$ cat src/rtl/if_fetch_stage.sv
// Instruction-fetch stage: program counter, synchronous instruction-memory
// request, and IF/ID pipeline register with stall, redirect/flush, halt and
// a count of delivered instructions.
module if_fetch_stage #(
    parameter int unsigned AWIDTH   = 32,
    parameter int unsigned ISIZE    = 32,
    parameter int unsigned PC_STEP  = 1,
    parameter logic [AWIDTH-1:0] RESET_PC = '0
) (
    input  logic              clk,
    input  logic              rst,
    output logic [AWIDTH-1:0] imem_addr,
    input  logic [ISIZE-1:0]  imem_rdata,
    input  logic              stall,
    input  logic              redirect,
    input  logic [AWIDTH-1:0] redirect_pc,
    input  logic              halt,
    output logic [ISIZE-1:0]  id_inst,
    output logic [AWIDTH-1:0] id_pc,
    output logic              id_valid,
    output logic [15:0]       fetch_count
);

    localparam int unsigned CWIDTH = 16;
    localparam logic [AWIDTH-1:0] STEP = AWIDTH'(PC_STEP);

    typedef enum logic [1:0] {
        ST_BOOT = 2'd0,
        ST_RUN  = 2'd1,
        ST_HALT = 2'd2
    } state_e;

    state_e              state_q,       state_d;
    logic [AWIDTH-1:0]   pc_q,          pc_d;
    logic [AWIDTH-1:0]   req_pc_q,      req_pc_d;
    logic                req_valid_q,   req_valid_d;
    logic [ISIZE-1:0]    id_inst_q,     id_inst_d;
    logic [AWIDTH-1:0]   id_pc_q,       id_pc_d;
    logic                id_valid_q,    id_valid_d;
    logic [CWIDTH-1:0]   fetch_count_q, fetch_count_d;

    // Memory address: reset vector, redirect target, replay of the stalled
    // request so its data is presented again, or the next sequential pc.
    always_comb begin
        imem_addr = pc_q;
        if (rst) begin
            imem_addr = RESET_PC;
        end else if (redirect) begin
            imem_addr = redirect_pc;
        end else if (stall) begin
            imem_addr = req_pc_q;
        end
    end

    // Next-state logic: redirect flushes, stall freezes, otherwise advance.
    always_comb begin
        state_d       = state_q;
        pc_d          = pc_q;
        req_pc_d      = req_pc_q;
        req_valid_d   = req_valid_q;
        id_inst_d     = id_inst_q;
        id_pc_d       = id_pc_q;
        id_valid_d    = id_valid_q;
        fetch_count_d = fetch_count_q;

        if (redirect) begin
            req_pc_d    = redirect_pc;
            req_valid_d = 1'b1;
            pc_d        = redirect_pc + STEP;
            id_valid_d  = 1'b0;
            state_d     = ST_RUN;
        end else if (!stall) begin
            id_inst_d     = imem_rdata;
            id_pc_d       = req_pc_q;
            id_valid_d    = req_valid_q;
            fetch_count_d = fetch_count_q + CWIDTH'(req_valid_q);
            unique case (state_q)
                ST_BOOT: begin
                    req_pc_d    = pc_q;
                    req_valid_d = 1'b1;
                    pc_d        = pc_q + STEP;
                    state_d     = ST_RUN;
                end
                ST_RUN: begin
                    if (halt) begin
                        req_valid_d = 1'b0;
                        state_d     = ST_HALT;
                    end else begin
                        req_pc_d    = pc_q;
                        req_valid_d = 1'b1;
                        pc_d        = pc_q + STEP;
                    end
                end
                ST_HALT: begin
                    req_valid_d = 1'b0;
                end
                default: begin
                    req_valid_d = 1'b0;
                    state_d     = ST_BOOT;
                end
            endcase
        end
    end

    // State registers with synchronous reset; reset discards any in-flight fetch.
    always_ff @(posedge clk) begin
        if (rst) begin
            state_q       <= ST_BOOT;
            pc_q          <= RESET_PC;
            req_pc_q      <= RESET_PC;
            req_valid_q   <= 1'b0;
            id_inst_q     <= '0;
            id_pc_q       <= '0;
            id_valid_q    <= 1'b0;
            fetch_count_q <= '0;
        end else begin
            state_q       <= state_d;
            pc_q          <= pc_d;
            req_pc_q      <= req_pc_d;
            req_valid_q   <= req_valid_d;
            id_inst_q     <= id_inst_d;
            id_pc_q       <= id_pc_d;
            id_valid_q    <= id_valid_d;
            fetch_count_q <= fetch_count_d;
        end
    end

    assign id_inst     = id_inst_q;
    assign id_pc       = id_pc_q;
    assign id_valid    = id_valid_q;
    assign fetch_count = fetch_count_q;

endmodule
$ cat config.mk
export PLATFORM = sky130hd
export DESIGN_NAME = if_fetch_stage
export DESIGN_NICKNAME = d
export VERILOG_FILES = /design/src/rtl/if_fetch_stage.sv
export SDC_FILE = /design/constraint.sdc
export NUM_CORES = 1
export LEC_CHECK = 0
export BUFFER_PORTS_ARGS = -buffer_cell sky130_fd_sc_hd__buf_2
export CORE_MARGIN = 2
export CORE_UTILIZATION = 54
export DETAILED_ROUTE_END_ITERATION = 7
export PLACE_DENSITY = 0.8
export SLEW_MARGIN = 20
export SYNTH_ARGS = -nofsm -noshare
export SYNTH_HDL_FRONTEND = slang
export SYNTH_SLANG_ARGS = --single-unit
$ cat constraint.sdc
create_clock -name clk -period 3.9 [get_ports clk]
set_clock_uncertainty 0.05 [all_clocks]
set_input_delay 0.39 -clock clk [delete_from_list [all_inputs] [get_ports clk]]
set_output_delay 0.39 -clock clk [all_outputs]
set_load 0.1 [all_outputs]
Word level (Yosys, flattened, before mapping) --
Cells that the tools add are included.
Storage, ports and cells: bits in registers 148, input bits 69, output and inout port bits 113, word-level logic and storage cells 48
Cells by class: add/sub/neg operators 3, eq/ne operators 7, mux-type cells 19, bitwise operators 3, reductions and logical operators 7
Operator list (count):
- $mux 32 | 9
- $pmux 32 s2 | 2
- $add 32x1->32 const B | 2
- $add 16x1->16 | 1
- $reduce_and 3->1 | 3
- $ne 3x3->1 const B | 2
- $pmux 2 s3 | 1
- $mux 1 | 5
- $ne 2x2->1 const B | 2
- $not 1->1 | 3
- $reduce_bool 3->1 | 1
- $eq 2x1->1 const B | 1
- $eq 2x2->1 const B | 1
- $logic_not 2->1 | 1
- $mux 2 | 1
- $ne 2x1->1 const B | 1
- $pmux 1 s2 | 1
- $reduce_and 2->1 | 1
- $reduce_or 2->1 | 1

Longest topological paths before layout --
Gate-level depths: netlist of run 1.
depth in word-level cells 5, depth in mapped cells 13, gate-level depth less buffers 8

Worst setup path before layout of run 1 --
Ideal clock, no wire load.
path kind input -> output, start point input redirect, end point output imem_addr[20], arrival time 3.732 ns, data required time 3.460 ns, slack -0.272 ns, stages 8, path buffers 5, cell sequence buf_6 buf_4 buf_2 inv_1 buf_2 buf_1 nor2_1 a211oi_1
On the way: longest elaborated chain between the ends 2
RTL lines:
- start, declared | line 15 | input logic redirect,
- $mux 32 | line 48 | end else if (redirect) begin
- $mux 32 | line 46 | if (rst) begin
- end, declared | line 12 | output logic [AWIDTH-1:0] imem_addr,
No other way between the ends.

Worst setup path after layout of run 1 --
start point input redirect, end point output imem_addr[25]
Same word-level chain as after synthesis.

==> results.cfg, run 1 <==
[outcome]
outcome = complete, no violations

[global_route]
grt-ovfl-total = 0
antenna_found_initial = 0
grt_pass1_vias = 6530
grt_max_degree = 97
grt_use_total = 0.276
grt_pass1_wl_mm = 33.3

[worst_setup_path]
cp-start-kind = input pin
crit_buf_inv = 4
cp-end-kind = primary output
required_ns = 3.46
slowest_stage = inv_2
timing.critical_path.mode_cell = buf_4
crit_chain = buf_4 > inv_2 > buf_4 > nor2_1 > a211oi_2 > buf_2
cp_top_family = buffers and inverters
worst_ep_arrival_time_ns = 2.41
critical_path_class = input pin to primary output
worst_path_largest_cell_delay_ns = 0.58
critPathMaxFanout = 42

[sta]
setup_violations = 0
max_slew_margin = 0.323
report.final.slew_viol_count = 0
max_freq_ghz = 0.351
rsz0062_at_grt = false
min_period_over_period = 0.731
worstMarginPinSlew_ns = 1.01
min_period_ns = 2.85
finalHoldViolCount = 0
holdWs_ns = 0.161

[synthesis]
synth-seq-area-share = 0.382
netlist_area_um2 = 7750
syn_inst = 950
ys.flop_type = dfxtp_1
syn_nets = 1022
avgSynthCellArea_um2 = 8.16
async_flop_share = 0
synthTopCellsByCount = nand2_1, dfxtp_1, a21oi_1
ys.warnings.count = 0
synth_edf_count = 0
synthMostInstantiatedCell = nand2_1
yosys-top-cells-area = dfxtp_1, nand2_1, mux2i_1, a21oi_1, xnor2_1
synth-seq-cells = 148
synth_top_area_share = 0.382
yosysUniqueCellTypes = 66
synth_largest_area_cell = dfxtp_1

[power_and_ir_drop]
p_leak_nw = 4.04
power_density_nw_per_um2 = 444
irDropWorstVdd_v = 0.000329

[clock_network]
h-tree-depth = 4
clock_sinks = 148
cts_tree = yes
root_buffer = clkbuf_16
cts_setup_buffers = 0
cts_buffer_depth = 2
cts_buffers = 17
clkSlewWorstSetupHoldPaths_ns = 0.06
ctsHoldBuffers = 0
clk_latency_ns = 0.41
ctsResizeCount = 0

[final_layout]
syn_to_final_growth_pct = 20.0
fin_cells = 1291
n_antenna_cell = 0
drive_above_1_share = 0.243
n_fill_cell = 1201
multiInputGateArea_um2 = 4450
nNetsFinal = 1170
seq_area_um2 = 2960

[placement]
placed_cells = 1259
port_buffers = 181
gp_congestion = 0.986
dp_hpwl_mm = 14.8

[floorplanning]
ios = 182
core_area_um2 = 13900
die_x_um = 124
die_area_um2 = 15300
die_y_um = 124
start_util = 0.556
rows = 43

[routing]
drt-pass1-iter-count = 6
vias_per_cell = 5.83
antenna_left = 0
drc_errors = 0
drt_iter0_drc = 543
postRouteWirelength_mm = 21.3
routedWlPerCell_um = 16.5
vias = 7527

[run]
maxCapViolCount = 0

[min_path]
hp-class = input pin to flip-flop
layout make-up:
| class | instances | share of cell area |
|---|---|---|
| clock inverter | 10 | 0.0102 |
| clock buffer | 22 | 0.0531 |
| inverter | 12 | 0.00484 |
| multi-input combinational | 722 | 0.478 |
| sequential | 148 | 0.318 |
| timing repair buffer | 197 | 0.111 |
| tap | 180 | 0.0242 |
cells in the final DEF (no fill, tap or decap), drive strengths merged, types with 5 or more instances in the layout:
| cell type | n |
|---|---|
| nand2 | 197 |
| buf | 197 |
| dfxtp | 148 |
| a21oi | 105 |
| nor2 | 77 |
| mux2i | 56 |
| xnor2 | 33 |
| a211oi | 32 |
| nand3 | 30 |
| a21boi | 30 |
| clkbuf | 22 |
| nand4 | 18 |
| nor3 | 17 |
| o21ai | 16 |
| xor2 | 15 |
| nand3b | 14 |
| inv | 13 |
| and3 | 9 |
| o21a | 8 |
| a311oi | 7 |
| or3 | 7 |
| nor4 | 6 |
| clkinvlp | 5 |
| nand4b | 5 |
per-stage QoR:
| step | worst slack (ns) | instance area, um^2 | power [mW] | TNS, ns | utilization |
|---|---|---|---|---|---|
| detailed placement | 1.02 | 8720 | 2.55 | 0 | 0.626 |
| floorplan | -0.110 | 7780 | 2.36 | -0.440 | - |
| CTS | 1.06 | 9310 | 4.15 | 0 | 0.668 |
| global route | 0.884 | 9310 | 4.28 | 0 | 0.668 |
| global placement | 1.06 | 8720 | 2.54 | 0 | 0.626 |
| finish | 1.05 | 9310 | 4.13 | 0 | 0.668 |
kinds of logic after synthesis:
family	after synthesis	share of synthesized area
xor+xnor	48	0.0542
fa+ha+maj	3	0.00484
simple gates	387	0.242
mux	59	0.0767
buf+inv	80	0.0476
flops	148	0.382
compound gates	225	0.193
worst reg2reg max path, stage by stage, from the launching register on:
cell	delay [ns]
dfxtp_1	0.41
mux2_2	0.20
ha_1	0.20
inv_1	0.11
a221oi_4	0.54
nand3_1	0.23
o31a_1	0.28
nor3_1	0.22
a211oi_1	0.10
power breakdown:
| group | leakage (nW) | switching, mW | internal, mW |
|---|---|---|---|
| sequential | 1.21 | 0.0812 | 1.59 |
| clock | 0.277 | 0.645 | 0.965 |
| combinational | 2.54 | 0.646 | 0.206 |
worst paths after layout:
path | startpoint | endpoint | slack [ns] | depth (start not counted)
hold reg to reg | id_pc[7] | id_pc[7] | 0.40 | 2
hold / removal | imem_rdata[12] | id_inst[12] | 0.16 | 3
setup / recovery | redirect | imem_addr[25] | 1.05 | 6
setup reg to reg | pc_q[0] | pc_q[16] | 1.40 | 8
flip-flops by register name, indices dropped and copies added (netlist names):
signal / cells
id_pc: 32
state_q: 2
fetch_count: 16
id_inst: 32
id_valid: 1
pc_q: 32
req_valid_q: 1
req_pc_q: 32
routing by layer:
metal	GRT usage	routed length [um]	vias to the layer above
met5	0	0	-
met4	0.0874	436	0
met3	0.0609	1860	36
met2	0.432	9900	293
met1	0.380	9140	3576
li1	-	-	3622
Note: power is estimated with default switching activity, not from simulation.
==> run 2: changes to the inputs <==
==> constraint.sdc (replaced) <==
create_clock -name clk -period 2.7 [get_ports clk]
set_clock_uncertainty 0.05 [all_clocks]
set_input_delay 0.27 -clock clk [delete_from_list [all_inputs] [get_ports clk]]
set_output_delay 0.27 -clock clk [all_outputs]
set_load 0.1 [all_outputs]
==> results.cfg, run 2 (same netlist as run 1, synthesis figures left out) <==
[sta]
finalHoldViolCount = 0
rsz0062_at_grt = false
fin_tns_setup_ns = 0
max_freq_ghz = 0.436
setup_violations = 0
min_period_over_period = 0.850
worstMarginPinSlew_ns = 0.746
report.final.slew_viol_count = 0
max_slew_margin = 0.502
min_period_ns = 2.30

[worst_setup_path]
critical_path_class = flip-flop to flip-flop
cp-end-kind = flip-flop
crit_buf_inv = 1
cp-start-kind = flip-flop
required_ns = 3.02
critPathMaxFanout = 10
worst_path_largest_cell_delay_ns = 0.43
worst_ep_arrival_time_ns = 2.62
crit_chain = mux2_2 > ha_1 > inv_1 > a221oi_4 > nand4_4 > or3_1 > a31oi_1 > a21boi_2
cp_top_family = compound AO/OA/AOI/OAI gates
crit_cells = 8
rr_worst_depth = 8
reg2reg_slack_ns = 0.40
slowest_stage = dfxtp_1

[final_layout]
nNetsFinal = 1187
layout_commonest_cell = nand2_1
syn_to_final_growth_pct = 27.8
n_antenna_cell = 0
n_fill_cell = 1147
multiInputGateArea_um2 = 4580
drive_above_1_share = 0.277
final_core_util = 0.711
layout_common_cells = nand2_1, buf_2, dfxtp_1
seq_area_um2 = 2960

[floorplanning]
die_x_um = 124
die_y_um = 124
ios = 182
core_area_um2 = 13900
start_util = 0.556
die_area_um2 = 15300
rows = 43

[power_and_ir_drop]
p_leak_nw = 4.24
irDropWorstVdd_v = 0.000529
power_density_nw_per_um2 = 626

[routing]
drt_iter0_drc = 507
vias = 7486
antenna_left = 0
postRouteWirelength_mm = 22.3
vias_per_cell = 5.72
drc_errors = 0
routedWlPerCell_um = 17.1
drt-pass1-iter-count = 5

[clock_network]
cts_setup_buffers = 0
ctsResizeCount = 0
ctsHoldBuffers = 0
cts_buffer_depth = 2
root_buffer = clkbuf_16
cts_buffers = 17
clkSlewWorstSetupHoldPaths_ns = 0.06
cts_tree = yes
h-tree-depth = 4
clk_latency_ns = 0.43
clock_sinks = 148

[run]
maxCapViolCount = 0

[global_route]
grt_use_total = 0.291
grt_max_degree = 119
grt_pass1_vias = 6794
grt_pass1_wl_mm = 34.6
antenna_found_initial = 0
grt-ovfl-total = 0

[outcome]
outcome = complete, no violations

[min_path]
holdPathStages = 3
hp-class = input pin to flip-flop

[placement]
gp_congestion = 0.959
port_buffers = 181
dp_hpwl_mm = 15.8
run 2: worst min-delay path, stage by stage:
cell and delay (ns):
buf_2 0.09, nand2_1 0.04, a21oi_1 0.05
run 2: final timing paths:
| kind | start | end |
|---|---|---|
| setup / recovery | pc_q[0] | pc_q[20] |
| hold / removal | imem_rdata[1] | id_inst[1] |
| setup reg to reg | pc_q[0] | pc_q[20] |
| hold reg to reg | id_inst[9] | id_inst[9] |
run 2: final cells by class:
class,instances,share of cell area
clock buffer,20,0.0471
sequential,148,0.299
multi-input combinational,722,0.463
tap,180,0.0227
inverter,12,0.00455
timing repair buffer,214,0.149
clock inverter,12,0.0145
run 2: per-layer routing:
layer / global-route usage / up-vias / wire [um]
li1: - / 3651 / -
met1: 0.385 / 3502 / 9620
met2: 0.461 / 285 / 10600
met3: 0.0646 / 48 / 1540
met4: 0.118 / 0 / 541
met5: 0 / - / 0
run 2: where the power goes:
part | switching, mW | total (mW) | internal, mW
Sequential | 0.118 | 2.42 | 2.30
Combinational | 0.975 | 1.36 | 0.388
Clock | 0.975 | 2.43 | 1.45
Total | 2.07 | 6.20 | 4.14
run 2: through the flow:
| step | cell area [um^2] | cells | total power, mW | hold slack [ns] | worst slack [ns] |
|---|---|---|---|---|---|
| 6_report | 9910 | 1308 | 6.20 | 0.0223 | 0.405 |
| 5_1_grt | 9910 | 1308 | 6.41 | 0.0105 | 0.223 |
| 4_1_cts | 9910 | 1308 | 6.24 | 0.00791 | 0.423 |
| 3_5_place_dp | 9300 | 1276 | 3.81 | 0.393 | 0.259 |
| 3_3_place_gp | 9300 | 1276 | 3.80 | 0.389 | 0.300 |
| 2_1_floorplan | 7910 | 950 | 3.44 | 0.356 | -0.307 |
